<file path="config.mk">
export PLATFORM = sky130hd
export DESIGN_NAME = if_id_pipe_elastic
export DESIGN_NICKNAME = d
export VERILOG_FILES = /design/src/rtl/if_id_pipe_elastic.sv
export SDC_FILE = /design/constraint.sdc
export NUM_CORES = 1
export LEC_CHECK = 0
export ABC_CLOCK_PERIOD_IN_PS = 2320
export BUFFER_PORTS_ARGS = -buffer_cell sky130_fd_sc_hd__buf_2
export CAP_MARGIN = 20
export CORE_MARGIN = 2
export CORE_UTILIZATION = 40
export DETAILED_ROUTE_END_ITERATION = 8
export GPL_ROUTABILITY_DRIVEN = 0
export RECOVER_POWER = 100
export SYNTH_ARGS = -nofsm -noshare
export SYNTH_HDL_FRONTEND = slang
export SYNTH_SLANG_ARGS = --single-unit
</file>
<file path="constraint.sdc">
create_clock -name clk -period 2.32 [get_ports clk]
set_input_delay 0 -clock clk [delete_from_list [all_inputs] [get_ports clk]]
set_output_delay 0 -clock clk [all_outputs]
set_load 0.02 [all_outputs]
</file>
<file path="src/rtl/if_id_pipe_elastic.sv">
// Elastic IF/ID register: valid/ready handshake, flush,
// optional two-entry skid buffer and a saturating stall counter.
module if_id_pipe_elastic #(
  parameter int unsigned XLEN = 32,
  parameter int unsigned ILEN = 32,
  parameter int unsigned SKID = 1,
  parameter logic [ILEN-1:0] NOP_INSTR = 32'h00000013,
  parameter int unsigned CNT_W = 16
) (
  input  logic             clk,
  input  logic             rst,
  input  logic             in_valid,
  output logic             in_ready,
  input  logic [XLEN-1:0]  in_pc,
  input  logic [ILEN-1:0]  in_instr,
  input  logic             flush,
  output logic             out_valid,
  input  logic             out_ready,
  output logic [XLEN-1:0]  out_pc,
  output logic [ILEN-1:0]  out_instr,
  output logic [CNT_W-1:0] stall_cnt
);

  typedef struct packed {
    logic [XLEN-1:0] pc;
    logic [ILEN-1:0] instr;
  } ent_t;

  localparam logic [1:0] S_EMPTY = 2'd0;
  localparam logic [1:0] S_ONE   = 2'd1;
  localparam logic [1:0] S_TWO   = 2'd2;

  logic [1:0]       st_q, st_d;
  ent_t             main_q, skid_q, in_e;
  logic             rdy_q;
  logic             acc, drn;
  logic             ld_in, ld_skid, ld_fwd;
  logic [CNT_W-1:0] cnt_q;

  assign in_e = '{pc: in_pc, instr: in_instr};

  // With SKID=0 the TWO state is unreachable: in ONE an
  // accept implies a drain because ready follows out_ready.
  assign in_ready = (SKID != 0) ? rdy_q
                  : (!rst && (!out_valid || out_ready));

  assign out_valid = (st_q != S_EMPTY);
  assign out_pc    = main_q.pc;
  assign out_instr = out_valid ? main_q.instr : NOP_INSTR;
  assign stall_cnt = cnt_q;

  assign acc = in_valid && in_ready;
  assign drn = out_valid && out_ready;

  always_comb begin
    st_d    = st_q;
    ld_in   = 1'b0;
    ld_skid = 1'b0;
    ld_fwd  = 1'b0;
    unique case (1'b1)
      st_q == S_ONE: begin
        if (acc && drn) begin
          ld_in = 1'b1;
        end else if (acc) begin
          ld_skid = 1'b1;
          st_d    = S_TWO;
        end else if (drn) begin
          st_d = S_EMPTY;
        end
      end
      st_q == S_TWO: begin
        if (drn) begin
          ld_fwd = 1'b1;
          st_d   = S_ONE;
        end
      end
      default: begin
        if (acc) begin
          ld_in = 1'b1;
          st_d  = S_ONE;
        end
      end
    endcase
  end

  always_ff @(posedge clk) begin
    if (rst) begin
      st_q   <= S_EMPTY;
      rdy_q  <= 1'b0;
      main_q <= '{pc: '0, instr: NOP_INSTR};
      skid_q <= '{pc: '0, instr: NOP_INSTR};
    end else if (flush) begin
      st_q  <= S_EMPTY;
      rdy_q <= 1'b1;
    end else begin
      st_q  <= st_d;
      rdy_q <= (st_d != S_TWO);
      if (ld_in)   main_q <= in_e;
      if (ld_fwd)  main_q <= skid_q;
      if (ld_skid) skid_q <= in_e;
    end
  end

  always_ff @(posedge clk) begin
    if (rst) begin
      cnt_q <= '0;
    end else if (out_valid && !out_ready && cnt_q != '1) begin
      cnt_q <= cnt_q + 1'b1;
    end
  end

endmodule

</file>
### Word level (Yosys, flattened, before mapping)

Cells that the tools add are included.

* flip-flop bits (word level): 147
* output and inout port bits: 82
* logic and storage cells: 41
* bits of input ports: 69

* reductions and logical operators: 11
* $add $sub $neg: 1
* multiplexer cells: 17
* bitwise gates (word level): 1
* equality and inequality tests: 4

Operator list (count)
* 64-bit two-way mux: 2
* 32-bit two-way mux: 1
* 16-bit by 1-bit adder with 16-bit output, second input constant: 1
* 16-bit inequality test, second input constant: 1
* 2-bit two-way mux: 5
* 1-bit two-way mux: 7
* 1-bit logical AND: 5
* 2-bit one-hot mux with 2 select lines: 1
* 2-bit AND reduction: 2
* 2-bit nonzero test: 2
* 2-bit by 1-bit equality test with 1-bit output, second input constant: 1
* 2-bit equality test, second input constant: 1
* 2-bit inequality test, second input constant: 1
* 1-bit one-hot mux with 2 select lines: 1
* 2-bit OR reduction: 1
* 1-bit logical NOT: 1
* 1-bit inverter: 1

### Longest topological paths before layout

* depth after elaboration: 8
* mapped depth: 8

### Least setup slack after synthesis

No wires, ideal clock.

* path kind: reg2reg
* start: register st_q[0]
* end: register cnt_q[13], in the netlist stall_cnt[13]
* arrival: 2.101 ns
* cell stages (with the launch flop): 7
* setup time: 0.070 ns
* setup slack: 0.149 ns
* period minus slack after synthesis: 2.171 ns
* cells stage by stage: dfxtp_1 > inv_1 > ha_1 > nand4bb_1 > or4_4 > or4_1 > a21oi_1

* longest elaborated chain between the ends: 3

Ends and longest elaborated chain
* start: declaration: line 33 `logic [1:0] st_q, st_d;`
* start signal: assignment: line 96 `st_q <= st_d;`
* 2-bit nonzero test: line 47 `assign out_valid = (st_q != S_EMPTY);`
* 1-bit logical AND (2 in a row): line 107 `end else if (out_valid && !out_ready && cnt_q != '1) begin`
* end signal: assignment: line 108 `cnt_q <= cnt_q + 1'b1;`
* end: declaration: line 38 `logic [CNT_W-1:0] cnt_q;`

No other way between the ends.
A chain may end at the register's enable or synchronous reset.

### Final worst setup path

* start: register st_q[1]
* end: register cnt_q[14], in the netlist stall_cnt[14]

Same word-level chain as after synthesis.

==> metrics.md <==
| Metric | Value |
|---|---|
| Overflow after GRT | `0` |
| Count of buffer and inverter cells on the critical path | `1` |
| Placed cell area | `7438 µm²` |
| Worst rel slew slack | `approximately half` |
| Buffer depth of the longest clock path | `2` |
| Post-Synth XOR/XNOR Area | `less than 1%` |
| Main combinational cell family by area after synthesis | `compound AO/OA/AOI/OAI gates` |
| Simple-gate share of the synthesized area | `15.90%` |
| Power per standard cell area | `approximately 700 nW/µm²` |
| Post-synthesis async set-or-reset flop share | `0%` |
| Startpoint-to-endpoint class of the critical path | `reg -> reg` |
| Net count of the finished layout | `1,001` |
| Hold_ws | `roughly 0.066 ns` |
| Final Worst Setup Slack | `0.1544 ns` |
| CTS clk-pin slew, worst paths | `0.06 ns` |
| Number of antenna repair diodes | `0` |
| H-Tree Depth | `4` |
| TritonCTS clock tree | `built` |
| Ordered cell list for the critical path | `inv_1, ha_2, nand4bb_1, or4_4, or4_1, a21oi_1` |
| DRC violations left | `0` |
| Achievable clock frequency | `461.8 MHz` |
| Effective utilization at floorplan | `around two fifths` |
| Per-instance average area after synthesis | `between 8 and 9 µm²` |
| Max-cap violations | `0` |
| Setup Skew | `0.009482 ns` |
| Compound-Gate Fraction of Synth Area | `between 20% and 30%` |
| Most common library cell in the layout ignoring fill and taps | `sky130_fd_sc_hd__dfxtp_1` |
| Total number of vias | `about 6,000` |
| Number of global-route vias before repair | `5,425` |
| GRT Resource Usage Total | `approximately a fifth` |
| Run status | `finished, final reports clean` |
| Multiplexer area fraction after synthesis | `9.744%` |
| Part of the Yosys area used for sequential elements | `between 40 and 50%` |
| CP Data Arrival Time | `about 2.5 ns` |
| Most used flip-flop cell after synthesis | `sky130_fd_sc_hd__dfxtp_1` |
| DRT Wirelength | `approximately 17,000 µm` |
| Post-synthesis net count | `roughly 850` |
| Antenna violations before repair | `0` |
| Setup violation total in the final timing report | `0` |
| Kind of end point of the critical path | `flop` |
| Vias per cell | `5.150` |
| Critical Path Source Type | `flop` |
| Final hold violation count | `0` |
| Post-Synthesis Cell Area | `roughly 6700 µm²` |
| Half-perimeter wire length after detailed placement | `10,380 µm` |
| TritonCTS buffer count | `17` |
| Gate count after technology mapping | `a little under 800` |
| Total leakage power | `roughly 0.0034 µW` |
| Yosys reg bits | `about 150` |
| Area Overhead vs Synth | `28.45%` |
| Area of the core | `16,470 µm²` |
| Least-Margin Pin Slew | `0.7280 ns` |
| # Post-CTS Setup Buffers | `0` |
| Data required time of the worst path | `2.66 ns` |
| Post-route core utilization | `52.19%` |
| Count of input and output buffers | `150` |
| Tmin final | `between 2 and 2.5 ns` |
| Largest voltage drop on the vdd net | `about 0.54 mV` |
| Number of sinks on the clock net | `between 100 and 150` |
| Yosys Warn Count | `0` |
| Number of flops mapped to enable cells by yosys | `0` |
| Core Rows | `between 40 and 50` |
| Pins over their slew limit | `0` |
| Die X-Extent | `approximately 130 µm` |
| Setup repair after global routing missed its margin | `false` |
| Gate family responsible for the most delay along the worst path | `simple AND/OR/NAND/NOR gates` |
| Pin count of the biggest net entering global routing | `67` |
| Routed WL per cell | `approximately 15 µm` |
| Standard cell with the maximum stage delay on the critical path | `sky130_fd_sc_hd__or4_4` |
| Total non-filler cell area in the finished layout | `between 8000 and 9000 µm²` |
| Clk Latency, worst-skew pair | `approximately 0.42 ns` |
| Class of the most critical hold timing path | `in -> reg` |
| I/O Pins | `151` |
| Most frequent cells in the layout | `sky130_fd_sc_hd__dfxtp_1 (147), sky130_fd_sc_hd__nand2_1 (139), sky130_fd_sc_hd__a21oi_1 (134)` |
| Area enclosed by the die boundary | `between 15,000 and 20,000 µm²` |
| Global-route wire length before repair | `between 20,000 and 30,000 µm` |
| Final Cycle Share | `approximately 93%` |
| Fin Setup TNS | `0 ns` |
| CTS root buffer | `sky130_fd_sc_hd__clkbuf_16` |
| Delay contributed by the slowest stage of the critical path | `about 0.56 ns` |
| Adder-cell area share of the yosys netlist | `0.8977%` |
| Fill cells | `roughly 1,600` |
| Worst setup slack after placement | `0.09812 ns` |
| Worst-path maximum fanout | `8` |
| Number of distinct standard cells referenced by the synthesized netlist | `between 40 and 50` |
| Router iterations before antenna repair | `5` |
| Die Height | `approximately 130 µm` |
| DRT iter0 DRCs | `roughly 330` |
| Fraction of final layout cells with drive strength greater than 1 | `a little over an eighth` |
| Detail Route Antenna Nets | `0` |
Yosys cell counts (2+ instances only):
| cell type | count | area (µm²) |
|---|---|---|
| sky130_fd_sc_hd__nand4b_1 | 2 | 17.52 |
| sky130_fd_sc_hd__nor2b_1 | 31 | 193.9 |
| sky130_fd_sc_hd__mux2i_1 | 64 | 640.6 |
| sky130_fd_sc_hd__a311oi_1 | 61 | 534.3 |
| sky130_fd_sc_hd__buf_4 | 32 | 240.2 |
| sky130_fd_sc_hd__o211ai_1 | 4 | 30.03 |
| sky130_fd_sc_hd__nor2_1 | 3 | 11.26 |
| sky130_fd_sc_hd__nor4_1 | 2 | 12.51 |
| sky130_fd_sc_hd__or2_2 | 4 | 25.02 |
| sky130_fd_sc_hd__a21oi_1 | 134 | 670.6 |
| sky130_fd_sc_hd__clkbuf_1 | 48 | 180.2 |
| sky130_fd_sc_hd__or4_1 | 6 | 45.04 |
| sky130_fd_sc_hd__or4b_2 | 2 | 20.02 |
| sky130_fd_sc_hd__o31ai_1 | 5 | 37.54 |
| sky130_fd_sc_hd__o31a_1 | 2 | 17.52 |
| sky130_fd_sc_hd__inv_1 | 6 | 22.52 |
| sky130_fd_sc_hd__nand3b_1 | 2 | 15.01 |
| sky130_fd_sc_hd__o21ai_0 | 8 | 40.04 |
| sky130_fd_sc_hd__nand4_1 | 8 | 50.05 |
| sky130_fd_sc_hd__ha_1 | 4 | 50.05 |
| sky130_fd_sc_hd__nand2_1 | 139 | 521.8 |
| sky130_fd_sc_hd__nand2b_1 | 3 | 18.77 |
| sky130_fd_sc_hd__nor3_1 | 3 | 15.01 |
| sky130_fd_sc_hd__o41ai_1 | 4 | 35.03 |
| sky130_fd_sc_hd__nand3_1 | 5 | 25.02 |
| sky130_fd_sc_hd__buf_2 | 10 | 50.05 |
| sky130_fd_sc_hd__dfxtp_1 | 147 | 2943 |
| sky130_fd_sc_hd__o311ai_0 | 2 | 17.52 |
| sky130_fd_sc_hd__a31oi_1 | 2 | 12.51 |
| sky130_fd_sc_hd__buf_1 | 11 | 41.29 |
| sky130_fd_sc_hd__or3_1 | 5 | 31.28 |
tightest hold or removal path, cell delays in order:
cell,delay [ns]
sky130_fd_sc_hd__buf_2,0.22
sky130_fd_sc_hd__or4_1,0.15
sky130_fd_sc_hd__a21oi_1,0.06
final cells by class:
class / count / area [µm²] / area share [%]
multi-input combinational: 518 / 3213 / 37.39
sequential: 147 / 2943 / 34.25
timing repair buffer: 236 / 1518 / 17.66
clock buffer: 23 / 457.9 / 5.329
tap: 220 / 275.3 / 3.203
clock inverter: 9 / 153.9 / 1.791
inverter: 8 / 32.53 / 0.3786
path summary, 6_finish.rpt:
kind	end	slack [ns]	from	cells past startpoint
min reg2reg	skid_q[50]	0.45	skid_q[50]	2
min	stall_cnt[0]	0.07	out_ready	3
max reg2reg	stall_cnt[14]	0.15	st_q[1]	6
max	stall_cnt[14]	0.15	st_q[1]	6
timing repair:
item,4_1_cts,5_1_grt
gates resized for setup,0,1
hold buffers,66,0
setup endpoints to repair,0,3
endpoints found under the hold margin,131,0
state kept, by name (all words and copies together), names as in the netlist:
register / count
in_ready: 1
main_q: 32
out_pc: 32
skid_q: 64
st_q: 2
stall_cnt: 16
layer usage:
layer	track usage, %	routed length [µm]
met3	5.023	747
met4	5.674	159
met1	25.21	8240
met5	0	0
met2	30.76	7845
cells by family after synthesis:
family | count (synthesis)
fa+ha+maj | 5
simple gates | 222
mux | 65
buf+inv | 109
xor+xnor | 1
flops | 147
compound gates | 225
stage by stage:
stage	instances	total power [µW]
3_3_place_gp	1063	3146
2_1_floorplan	774	3003
3_5_place_dp	1063	3148
4_1_cts	1161	6118
5_1_grt	1161	6269
6_report	1161	6030
where the power goes:
group	total (µW)	switching, µW	leakage (µW)	internal (µW)
registers	2630	33.9	0.00119	2590
logic	546	304	0.00187	242
clock network	2860	1030	0.000291	1830
total	6030	1370	0.00335	4660
(Power assumes the default switching activity.)
